$ cat config.mk
export PLATFORM = sky130hd
export DESIGN_NAME = ctrl_reg_desp
export DESIGN_NICKNAME = d
export VERILOG_FILES = /design/src/rtl/ctrl_reg_desp.sv
export SDC_FILE = /design/constraint.sdc
export NUM_CORES = 1
export LEC_CHECK = 0
export CORE_MARGIN = 1.5
export CORE_UTILIZATION = 39
export DETAILED_ROUTE_END_ITERATION = 8
export GPL_TIMING_DRIVEN = 0
export PLACE_DENSITY = 0.75
export SKIP_CTS_REPAIR_TIMING = 1
export SLEW_MARGIN = 20
export SYNTH_ARGS = -nofsm -noshare
export SYNTH_HDL_FRONTEND = slang
export SYNTH_SLANG_ARGS = --single-unit
export TNS_END_PERCENT = 1
$ cat constraint.sdc
create_clock -name CLK -period 1.4 [get_ports CLK]
set_input_delay 0.28 -clock CLK [delete_from_list [all_inputs] [get_ports CLK]]
set_output_delay 0.28 -clock CLK [all_outputs]
set_load 0.02 [all_outputs]
$ cat src/rtl/ctrl_reg_desp.sv
// Command sequencer for the 4-bit universal shift register: turns one REQ
// (load / shift N / rotate N) into exactly N enabled register clock edges.
module ctrl_reg_desp #(
    parameter int ANCHO = 4,
    parameter int CNT_W = 3
) (
    input  logic             CLK,
    input  logic             RST,
    input  logic             REQ,
    input  logic [1:0]       OP,
    input  logic             DIR_IN,
    input  logic [CNT_W-1:0] CNT,
    input  logic [ANCHO-1:0] DATO,
    input  logic             S_SER,
    output logic             BUSY,
    output logic             DONE,
    output logic [1:0]       MODO,
    output logic             DIR,
    output logic             S_IN,
    output logic             ENB,
    output logic [ANCHO-1:0] D
);

    typedef enum logic [1:0] {
        IDLE = 2'd0,
        LOAD = 2'd1,
        STEP = 2'd2,
        FIN  = 2'd3
    } state_t;

    state_t             state_q, state_d;
    logic [CNT_W-1:0]   cnt_q, cnt_d;
    logic [1:0]         op_q, op_d;
    logic               dir_in_q, dir_in_d;
    logic               s_ser_q, s_ser_d;
    logic [ANCHO-1:0]   dato_q, dato_d;

    logic               busy_q, busy_d;
    logic               done_q, done_d;
    logic               enb_q, enb_d;
    logic [1:0]         modo_q, modo_d;
    logic               dir_q, dir_d;
    logic               s_in_q, s_in_d;
    logic [ANCHO-1:0]   d_q, d_d;

    always_comb begin
        state_d  = state_q;
        cnt_d    = cnt_q;
        op_d     = op_q;
        dir_in_d = dir_in_q;
        s_ser_d  = s_ser_q;
        dato_d   = dato_q;
        busy_d   = busy_q;
        done_d   = 1'b0;
        enb_d    = 1'b0;
        modo_d   = modo_q;
        dir_d    = dir_q;
        s_in_d   = s_in_q;
        d_d      = d_q;

        case (state_q)
            IDLE: begin
                busy_d = 1'b0;
                if (REQ) begin
                    op_d     = OP;
                    dir_in_d = DIR_IN;
                    cnt_d    = CNT;
                    dato_d   = DATO;
                    s_ser_d  = S_SER;
                    busy_d   = 1'b1;
                    // Outputs are registered, so the first enabled cycle is
                    // set up on the accepting edge itself.
                    if (OP[1]) begin
                        state_d = LOAD;
                        enb_d   = 1'b1;
                        modo_d  = 2'b10;
                        d_d     = DATO;
                    end else if (CNT == '0) begin
                        state_d = FIN;
                    end else begin
                        state_d = STEP;
                        enb_d   = 1'b1;
                        modo_d  = OP;
                        dir_d   = DIR_IN;
                        s_in_d  = S_SER;
                    end
                end
            end
            LOAD: begin
                state_d = FIN;
                done_d  = 1'b1;
            end
            STEP: begin
                cnt_d  = cnt_q - 1'b1;
                modo_d = op_q;
                dir_d  = dir_in_q;
                s_in_d = s_ser_q;
                if (cnt_q == CNT_W'(1)) begin
                    state_d = FIN;
                    done_d  = 1'b1;
                end else begin
                    enb_d = 1'b1;
                end
            end
            FIN: begin
                // A zero-count command enters FIN without DONE set; it
                // raises DONE one cycle later so latency matches the others.
                if (done_q) begin
                    state_d = IDLE;
                    busy_d  = 1'b0;
                end else begin
                    done_d = 1'b1;
                end
            end
            default: begin
                state_d = IDLE;
                busy_d  = 1'b0;
            end
        endcase
    end

    always_ff @(posedge CLK or posedge RST) begin
        if (RST) begin
            state_q  <= IDLE;
            cnt_q    <= '0;
            op_q     <= '0;
            dir_in_q <= 1'b0;
            s_ser_q  <= 1'b0;
            dato_q   <= '0;
            busy_q   <= 1'b0;
            done_q   <= 1'b0;
            enb_q    <= 1'b0;
            modo_q   <= '0;
            dir_q    <= 1'b0;
            s_in_q   <= 1'b0;
            d_q      <= '0;
        end else begin
            state_q  <= state_d;
            cnt_q    <= cnt_d;
            op_q     <= op_d;
            dir_in_q <= dir_in_d;
            s_ser_q  <= s_ser_d;
            dato_q   <= dato_d;
            busy_q   <= busy_d;
            done_q   <= done_d;
            enb_q    <= enb_d;
            modo_q   <= modo_d;
            dir_q    <= dir_d;
            s_in_q   <= s_in_d;
            d_q      <= d_d;
        end
    end

    assign BUSY = busy_q;
    assign DONE = done_q;
    assign ENB  = enb_q;
    assign MODO = modo_q;
    assign DIR  = dir_q;
    assign S_IN = s_in_q;
    assign D    = d_q;

endmodule

### After elaboration in Yosys (flattened, before gate mapping)

Cells that the tools add are included.

| storage, ports and cells | value |
|---|---|
| memories kept | 0 |
| latch bits | 0 |
| input port bits | 14 |
| memory bits (writable) | 0 |
| bits in registers | 20 |
| logic and storage cells | 65 |
| output and inout bits | 11 |
| ROM bits | 0 |

| operators by class | value |
|---|---|
| shifts and indexed selects | 0 |
| $mul | 0 |
| eq/ne operators | 10 |
| reduce and logical (&&, ||, !) cells | 11 |
| mux-type cells | 31 |
| bitwise logic cells | 0 |
| magnitude comparators | 0 |
| add/sub/neg operators | 1 |
| div/mod/pow operators | 0 |

Operator list:

| cell | count |
|---|---|
| $mux 1 | 15 |
| $mux 2 | 7 |
| $ne 2x2->1 const B | 5 |
| $reduce_and 3->1 | 3 |
| $pmux 1 s2 | 4 |
| $pmux 2 s4 | 1 |
| $pmux 3 s2 | 1 |
| $reduce_and 2->1 | 3 |
| $eq 2x2->1 const B | 2 |
| $pmux 2 s2 | 1 |
| $reduce_and 4->1 | 1 |
| $reduce_bool 2->1 | 2 |
| $eq 3x1->1 const B | 1 |
| $logic_not 3->1 | 1 |
| $mux 3 | 1 |
| $ne 3x3->1 const B | 1 |
| $pmux 1 s3 | 1 |
| $sub 3x1->3 const B | 1 |
| $eq 2x1->1 const B | 1 |
| $logic_not 2->1 | 1 |

### Logic depth before layout (Yosys ltp)

Gate-level depths: netlist (run 1).

| logic depth | value |
|---|---|
| depth after elaboration | 5 |
| depth in mapped cells | 7 |
| depth with buffers taken out | 6 |

### Worst setup path after synthesis (run 1)

No wires, ideal clock.

| timing path | value |
|---|---|
| path type | register to register |
| start point | register state_q[0] |
| end point | register cnt_q[2] |
| required time | 1275 ps |
| library setup time | 125 ps |
| path slack | -33 ps |
| arrival | 1308 ps |
| path buffers | 1 |
| stages on the path, launching flop included | 8 |
| clock period less this slack | 1433 ps |
| path through | dfrtp_1 > inv_1 > ha_1 > buf_6 > mux2i_1 > or3_1 > o21ai_1 > a21oi_2 |

| on the way | value |
|---|---|
| word-level cells in the longest chain between the ends | 3 |
| elaborated cells between the ends (all ways) | 6 |
| classes of those cells | eq/ne (2); mux (1); reduce/logical (3) |

Ends and longest elaborated chain:

| item | RTL line | source |
|---|---|---|
| start: declaration | 31 | `state_t state_q, state_d;` |
| start signal: assignment | 138 | `state_q <= state_d;` |
| $eq 2x2->1 or $logic_not 2->1 (tied branches) | 61 | `case (state_q)` |
| $reduce_bool 2->1 (no source line) or $ne 2x2->1 (tied branches) | -- |  |
| $reduce_and 2->1 (no source line) | -- |  |
| end signal: assignment | 139 | `cnt_q <= cnt_d;` |
| end: declaration | 32 | `logic [CNT_W-1:0] cnt_q, cnt_d;` |

Parallel ways exist; a longest one is shown, timed or not.
A chain may end at the register's enable or synchronous reset.

### Final worst setup path (run 1)

| timing path | value |
|---|---|
| start point | register state_q[1] |
| end point | register cnt_q[2] |

Same word-level chain as after synthesis.

==> metrics.cfg, run 1 <==
[setup_path]
crit_family=flip-flops
critPathBufInv=2
worstSetupStartpointType=flop
crit_path_end_kind=flop
slowest_delay_ns=0.44
slowest_stage=dfrtp_1
crit_type=flop to flop
cp_max_fo=9
critical_path_required_ns=1.59
crit_chain=inv_2, ha_2, buf_6, mux2i_2, or3_1, o21ai_1, a21oi_2
worstPathArrival_ns=1.73

[global_route]
grt_usage=0.149
busiest_layer=met2
grt_pass1_vias=758
grtUsageMet1=0.172
grt_max_degree=21
met3_usage=0.0361
grt_pass1_wl_um=3060
grt_use_met2=0.254
grt_antenna_before_repair=0
overflow=0

[detailed_routing]
wire_per_inst_um=12.7
routed_wl_um=1910
route.detailed.drc=0
drt_iter0_drc=9
drtAntennaViolNets=0
viasPerCell=5.19
dr_total_vias=783
first_pass_iters=4

[clock_network]
cts_buffer_depth=2
cts.htree.levels=1
cts_tree=built
clk_pin_slew_ns=0.11
cts-root-buf=clkbuf_4
clock_latency_ns=0.30
cts_buffers=3
cts_num_sinks=20

[synth]
synth_top_area_cell=dfrtp_1
synth_nets=113
syn-cell-area_um2=1020
ys.flop_type=dfrtp_1
yosys.cell_types.count=29
synth_edf_count=0
syn_area_per_cell_um2=10.8
ys_async_sr_fraction=1.00
yosysTopAreaCellShare=0.491
synth_warnings=0
netlist_instances=94
synth_area_leaders=dfrtp_1 (49%), ha_1 (6.1%), mux2i_1 (4.9%), mux2_2 (4.4%), inv_1 (3.3%)
ys_ff_latch=20
ys_seq_area_frac=0.491

[place]
io_buffers=24
post-place-ws_ns=-0.273
place_hpwl_um=1450
gp_congestion=0.796

[die]
core_um2=2480
rows=18
die-area_um2=2930
die_w_um=54.1
initial_core_util=0.411
ios=25
die_h_um=54.1

[final_layout]
final_common_cell=dfrtp_1
drive_gt1_frac=0.182
multi_input_area_um2=485
regArea_um2=500
n_fill_cell=230
final_nets=142
final_util=0.552
syn_to_final_growth_pct=34.2
layout_common_cells=dfrtp_1 (20), clkdlybuf4s50_1 (13), dlymetal6s2s_1 (11)
antennaDiodeCount=0

[sta]
setup_viol=15
max_slew_margin=0.504
whs_ns=0.414
fin_crit_ns=1.53
fin_setup_tns_ns=-0.977
rsz0062_at_grt=yes
report.final.slew_viol_count=0
post-route-period-util=1.10
tightestPinTransition_ns=0.743
skew_ns=0.00183
finalHoldViolCount=0
layout_setup_ws_ns=-0.135
fmax_ghz=0.652

[run_status]
status=finished with violations
violations=negative setup slack

[power]
power.total_uw=2960
max-vdd-ir-drop_mv=1.28
power_density_nw_per_um2=2170
p_leak_uw=0.000678

[hold_path]
holdCritPathClass=input pin to async pin

[job]
maxCapViolCount=0

==> per-layer routing <==
layer	share of wire	up-vias
met1	0.41	371
met5	0	-
li1	-	385
met2	0.51	22
met3	0.054	5
met4	0.018	0
==> cells by family (layout without fill, tap and decap cells) <==
logic type                 Yosys count  count (layout)  share of synthesized area
buffers and inverters               11              38                     0.0491
adders and majority gates            5               5                     0.0614
DFF                                 20              20                      0.491
muxes                               13              13                      0.141
and+or+nand+nor                     20              20                      0.102
AOI/OAI and AO/OA                   25              25                      0.155
==> cell type report <==
| class | instances | area share |
|---|---|---|
| timing repair buffer | 24 | 0.196 |
| clock buffer | 3 | 0.0165 |
| multi-input combinational | 63 | 0.355 |
| inverter | 9 | 0.0247 |
| buffer | 2 | 0.0137 |
| tap | 30 | 0.0275 |
| sequential | 20 | 0.366 |
==> where the power goes <==
part | switching, uW | internal [uW]
sequential | 165 | 873
clock | 169 | 100
combinational | 871 | 782
==> Yosys cell counts, types with 3 or more instances <==
library cell,n
a21oi_1,5
dfrtp_1,20
o21ai_0,6
o21ai_1,5
a31oi_1,3
ha_1,5
mux2_1,3
mux2_2,4
nor2_1,5
nand2_1,7
inv_1,9
mux2i_1,5
==> flip-flops by register name, indices dropped and copies added, names as in the netlist <==
| signal | cells |
|---|---|
| state_q | 2 |
| S_IN | 1 |
| cnt_q | 3 |
| D | 4 |
| s_ser_q | 1 |
| ENB | 1 |
| dir_in_q | 1 |
| DONE | 1 |
| BUSY | 1 |
| DIR | 1 |
| op_q | 2 |
| MODO | 2 |
==> path summary, 6_finish.rpt <==
kind | from | slack, ns | to | cells past startpoint
max | state_q[1] | -0.13 | cnt_q[2] | 7
min | RST | 0.41 | MODO[1] | 2
max reg2reg | state_q[1] | -0.13 | cnt_q[2] | 7
min reg2reg | op_q[1] | 0.50 | op_q[1] | 2
max in group asynchronous | RST | 0.52 | ENB | 2
min in group CLK | op_q[1] | 0.50 | op_q[1] | 2
==> stage by stage <==
| stage | std cells | area [um^2] |
|---|---|---|
| final | 151 | 1370 |
| after global routing | 151 | 1370 |
| after CTS | 151 | 1330 |
| after detailed placement | 148 | 1300 |
| after global placement | 148 | 1300 |
| after floorplan | 94 | 1020 |
Power figures use the tool's default switching activity.
==> run 2: changes to the inputs <==
--- a/config.mk
+++ b/config.mk
@@ -7,6 +7,7 @@
 export LEC_CHECK = 0
 export CORE_MARGIN = 1.5
 export CORE_UTILIZATION = 39
+export CTS_BUF_LIST = sky130_fd_sc_hd__clkbuf_8
 export DETAILED_ROUTE_END_ITERATION = 8
 export GPL_TIMING_DRIVEN = 0
 export PLACE_DENSITY = 0.75
==> metrics.cfg, run 2 (same netlist as run 1, synthesis figures left out) <==
[die]
rows=18
die-area_um2=2930
core_um2=2480
ios=25
die_h_um=54.1
die_w_um=54.1
initial_core_util=0.411

[clock_network]
cts_tree=built
cts.htree.levels=1
cts-root-buf=clkbuf_8
clock_latency_ns=0.25
clk_pin_slew_ns=0.07
cts_buffer_depth=2
cts_buffers=3
cts_num_sinks=20

[power]
p_leak_uw=0.000717
max-vdd-ir-drop_mv=1.27
power_density_nw_per_um2=2280
power.total_uw=3310

[sta]
post-route-period-util=1.08
rsz0062_at_grt=yes
setup_viol=13
report.final.slew_viol_count=0
fmax_ghz=0.662
fin_crit_ns=1.51
layout_setup_ws_ns=-0.110
skew_ns=0.00336
max_slew_margin=0.502
tightestPinTransition_ns=0.747
finalHoldViolCount=0

[global_route]
grt_max_degree=21
grt_pass1_vias=764
overflow=0
grt_usage=0.148
grt_antenna_before_repair=0
grt_pass1_wl_um=3050

[place]
gp_congestion=0.796
io_buffers=24
place_hpwl_um=1450

[setup_path]
crit_chain=inv_2, ha_4, buf_8, mux2i_2, or3_1, o21ai_2, a21oi_2
crit_type=flop to flop
slowest_delay_ns=0.42
r2r_slack_ns=-0.11
slowest_stage=dfrtp_1
crit_path_end_kind=flop
worstSetupStartpointType=flop
critical_path_required_ns=1.55
cp_max_fo=5
worstPathArrival_ns=1.66

[detailed_routing]
route.detailed.drc=0
dr_total_vias=820
drt_iter0_drc=8
dr_wl_met2_um=1120
wl_met1_um=856
viasPerCell=5.29
highest_layer=met4
first_pass_iters=4
dr_wl_met3_um=97
routed_wl_um=2100
drtAntennaViolNets=0
wire_per_inst_um=13.5

[run_status]
violations=negative setup slack
status=finished with violations

[final_layout]
largest_register_ffs=4
antennaDiodeCount=0
final_util=0.587
layout_common_cells=dfrtp_1 (20), clkdlybuf4s50_1 (13), dlymetal6s2s_1 (11)
drive_gt1_frac=0.208
final_nets=146
final_common_cell=dfrtp_1
syn_to_final_growth_pct=42.8

[hold_path]
holdCritPathClass=input pin to async pin

[job]
maxCapViolCount=0

==> run 2: cell count changes in the layout (fill, tap and decap cells not counted) <==
cell,change
buf_4,+2
buf_8,+1
clkbuf_16,+1
clkbuf_4,-4
clkbuf_8,+3
ha_2,-1
ha_4,+1
mux2_2,+1
==> run 2: worst paths after layout <==
| path | cells past startpoint | from | end |
|---|---|---|---|
| worst max-delay path | 7 | state_q[1] | cnt_q[2] |
| worst min-delay path | 2 | RST | op_q[0] |
| worst max register to register | 7 | state_q[1] | cnt_q[2] |
| worst min register to register | 1 | D[0] | D[0] |
| max in group asynchronous | 2 | RST | D[3] |
| min in group CLK | 1 | D[0] | D[0] |
==> run 2: cell type report <==
class	count	area, um^2
Inverter	9	33.8
Tap cell	30	37.5
Timing Repair Buffer	27	308
Multi-Input combinational cell	64	507
Sequential cell	20	500
Buffer	2	26.3
Fill cell	212	1020
Clock buffer	3	41.3
==> run 2: worst max-delay path, delay by kind of cell, from the launching register on <==
family | cells | cell delay [ns]
DFF | 1 | 0.42
buffers and inverters | 2 | 0.20
adders and majority gates | 1 | 0.17
and+or+nand+nor | 1 | 0.34
muxes | 1 | 0.16
AOI/OAI and AO/OA | 2 | 0.12
==> run 2: per-layer routing <==
metal | global-route usage | up-vias
met5 | 0 | -
met4 | 0.0750 | 0
met3 | 0.0361 | 4
met2 | 0.258 | 20
met1 | 0.165 | 403
li1 | - | 393
==> run 2: where the power goes <==
part	total (uW)	switching (uW)	internal (uW)	leakage (uW)
sequential	1040	167	875	0.000237
clock	370	179	191	0.0000216
combinational	1900	951	951	0.000458
total	3310	1300	2020	0.000717
==> run 2: through the flow <==
stage | cell area (um^2) | std cells | hold WS (ns) | setup WS [ns] | TNS (ns)
4_1_cts | 1340 | 151 | 0.494 | -0.130 | -2.47
3_3_place_gp | 1300 | 148 | 0.465 | -0.229 | -2.43
6_report | 1450 | 155 | 0.467 | -0.110 | -0.785
2_1_floorplan | 1020 | 94 | 0.244 | -0.0267 | -0.0267
3_5_place_dp | 1300 | 148 | 0.477 | -0.273 | -2.85
5_1_grt | 1450 | 155 | 0.515 | -0.185 | -1.90
==> variant: new RTL, flow settings as in run 2 <==
The output `ENB` loses its register stage (`enb_q` becomes a continuous assignment).
--- a/src/rtl/ctrl_reg_desp.sv
+++ b/src/rtl/ctrl_reg_desp.sv
@@ -130,5 +130,4 @@
             busy_q   <= 1'b0;
             done_q   <= 1'b0;
-            enb_q    <= 1'b0;
             modo_q   <= '0;
             dir_q    <= 1'b0;
@@ -144,5 +143,4 @@
             busy_q   <= busy_d;
             done_q   <= done_d;
-            enb_q    <= enb_d;
             modo_q   <= modo_d;
             dir_q    <= dir_d;
@@ -151,4 +149,6 @@
         end
     end
+
+    assign enb_q = enb_d;
 
     assign BUSY = busy_q;
Behaviour: not the same (a bounded check fails within 4 cycles, from zero or initial values and one cycle with RST high).
==> variant against run 2 <==
The flow still finishes with violations (negative setup slack); area after synthesis is 1.7% lower; final area is 5.1% higher; setup slack worse by 0.14 ns; routed wire length is 14% higher; sequential cell count is 1 lower; die area is 1.6% lower; via count is 8.0% higher; total power is 10% higher; critical path type is now register to output pin; largest cell class unchanged.
==> variant: results (changes against run 2) <==
Logic synthesis
  • Top cell type's share of synthesized area: 47.50% (-1.6 points)
  • Synth top cells by count: dfrtp_1, inv_1, o21ai_0
  • Syn nets: 118 (+4.4%)
  • Gate Count Post-Synth: 99 (+5.3%)
  • Top cells by area in the synthesized netlist: dfrtp_1, mux2_2, ha_1, mux2i_1, o21ai_0
  • Seq/Total Area, Yosys: 47.50% (-1.6 points)
  • Synth Flop Type: dfrtp_1
  • Distinct cells, synth: 25 (-14%)
  • Synth async-reset ratio: 100.0% (unchanged)

Clock network
  • Clock buffer depth: 2 (unchanged)
  • Skew-Pair Late Insertion Delay: 0.27 ns (+0.02 ns)
  • Max H-tree Level: 1 (unchanged)

Place
  • Routability Congestion: 0.7518 (-5.5%)
  • Placed Area: 0.001277 sq mm (-1.9%)
  • Final HPWL DP: 1523 microns (+5.3%)
  • Placed Cells: 152 (+2.7%)
  • Buffers on Ports: 23 (-4.2%)

Global route
  • GR Util met2: 27.44% (+1.6 points)
  • First-pass GRT wire length: 3360 microns (+10%)
  • M3 GR Usage: 6.111% (+2.5 points)
  • Largest net degree at the start of global routing: 20 (-4.8%)
  • Antenna violations before repair: 0 (unchanged)
  • Number of global-route vias before repair: 800 (+4.7%)
  • Overall Global Routing Usage: 16.22% (+1.5 points)
  • GR Util met1: 18.79% (+2.3 points)

Status
  • Failing checks: negative setup slack
  • Outcome: complete, but fails checks

STA
  • Final WS setup: -0.2457 ns (-0.1357 ns)
  • Max_slew headroom: 51.03% (+0.87 points)
  • Final Setup Violations: 11 (-2)
  • Clock skew: 0.001466 ns (-0.001899 ns)

Drt
  • Initial drt markers: 21 (+13)
  • Post-Route WL: 2384 microns (+14%)
  • Via count: 886 (+8.0%)
  • Wire per inst: 14.19 microns (+5.0%)

Cells and area
  • Final net count: 158 (+8.2%)
  • Fillers: 197 (-7.1%)
  • Share of layout cells above drive strength 1: 31.16% (+10 points)
  • Max reg flops: 4 (unchanged)

Worst setup path
  • Max FO, Critical Path: 7 (+2)
  • Slowest CP cell: dfrtp_2
  • Slowest stage delay, CP: 0.45 ns (+0.03 ns)
  • Critical Path AT: 1.37 ns (-0.29 ns)

Power and ir drop
  • P_int: 2197 uW (+8.9%)
  • VDD IR max: 1.262 mV (-0.48%)
  • Pleak: 0.0007945 uW (+11%)

Min path
  • Hold WC Path Type: input pin to register
## variant: final timing paths
kind                                   startpoint                endpoint  slack [ns]  cells after the start
min reg2reg                  cnt_q[1]$_DFFE_PP0P_    cnt_q[1]$_DFFE_PP0P_        0.49                      2
min                                           REQ     MODO[1]$_DFFE_PP0P_        0.35                      2
max in group asynchronous                     RST  state_q[1]$_DFFE_PP0P_        0.46                      2
min in group asynchronous                     RST        D[1]$_DFFE_PP0P_        0.43                      2
max                        state_q[1]$_DFFE_PP0P_                     ENB       -0.25                      6
max reg2reg                state_q[0]$_DFFE_PP0P_  state_q[0]$_DFFE_PP0P_       -0.21                      5
## variant: per-layer routing
metal,wire length (microns),part of all wire [%]
met2,1195,50
met1,1028,43
met4,29,1.2
met3,129,5.4
met5,0,0
## variant: final cells by class
| class | instances | area (sq um) | area share (%) |
|---|---|---|---|
| multi-input cells | 67 | 535.5 | 35.05 |
| well taps | 30 | 37.54 | 2.457 |
| clock inverters | 1 | 7.507 | 0.4914 |
| plain buffers | 3 | 35.03 | 2.293 |
| flip-flops and latches | 19 | 476.7 | 31.20 |
| clock buffers | 3 | 41.29 | 2.703 |
| repair buffers | 35 | 356.6 | 23.34 |
| inverters | 10 | 37.54 | 2.457 |
## variant: cell families (layout without fill, tap and decap cells)
group           Yosys count  in the layout  synth area share, %
compound gates           27             27                15.87
fa+ha+maj                 5              5                6.250
buf+inv                  13             52                5.125
flops                    19             19                47.50
mux                      13             13                14.00
simple gates             22             22                11.25
## variant: per-stage QoR
stage                     TNS [ns]  hold WS [ns]  setup slack (ns)  power (uW)
final                       -1.120        0.3485           -0.2457        3660
after detailed placement    -3.914        0.4728           -0.9745        2786
after global routing        -2.024        0.3604           -0.2951        3926
after floorplan           -0.09975        0.2311          -0.05315        2187
after global placement      -3.636        0.4665           -0.9628        2715
after CTS                   -4.142        0.3131            -1.030        3207
## variant: power groups by stage
stage	registers, uW	clock network [uW]	logic, uW
after global routing	1040	442	2450
after global placement	986	0	1730
final	1000	413	2250
after detailed placement	1010	0	1780
after CTS	995	417	1790
after floorplan	1150	0	1040
## variant: worst max-delay path: cells and delay by family (launching register included)
family                     cells  cell delay [ns]
buffers and inverters          3             0.33
adders and majority gates      1             0.16
and+or+nand+nor                2             0.15
DFF                            1             0.45
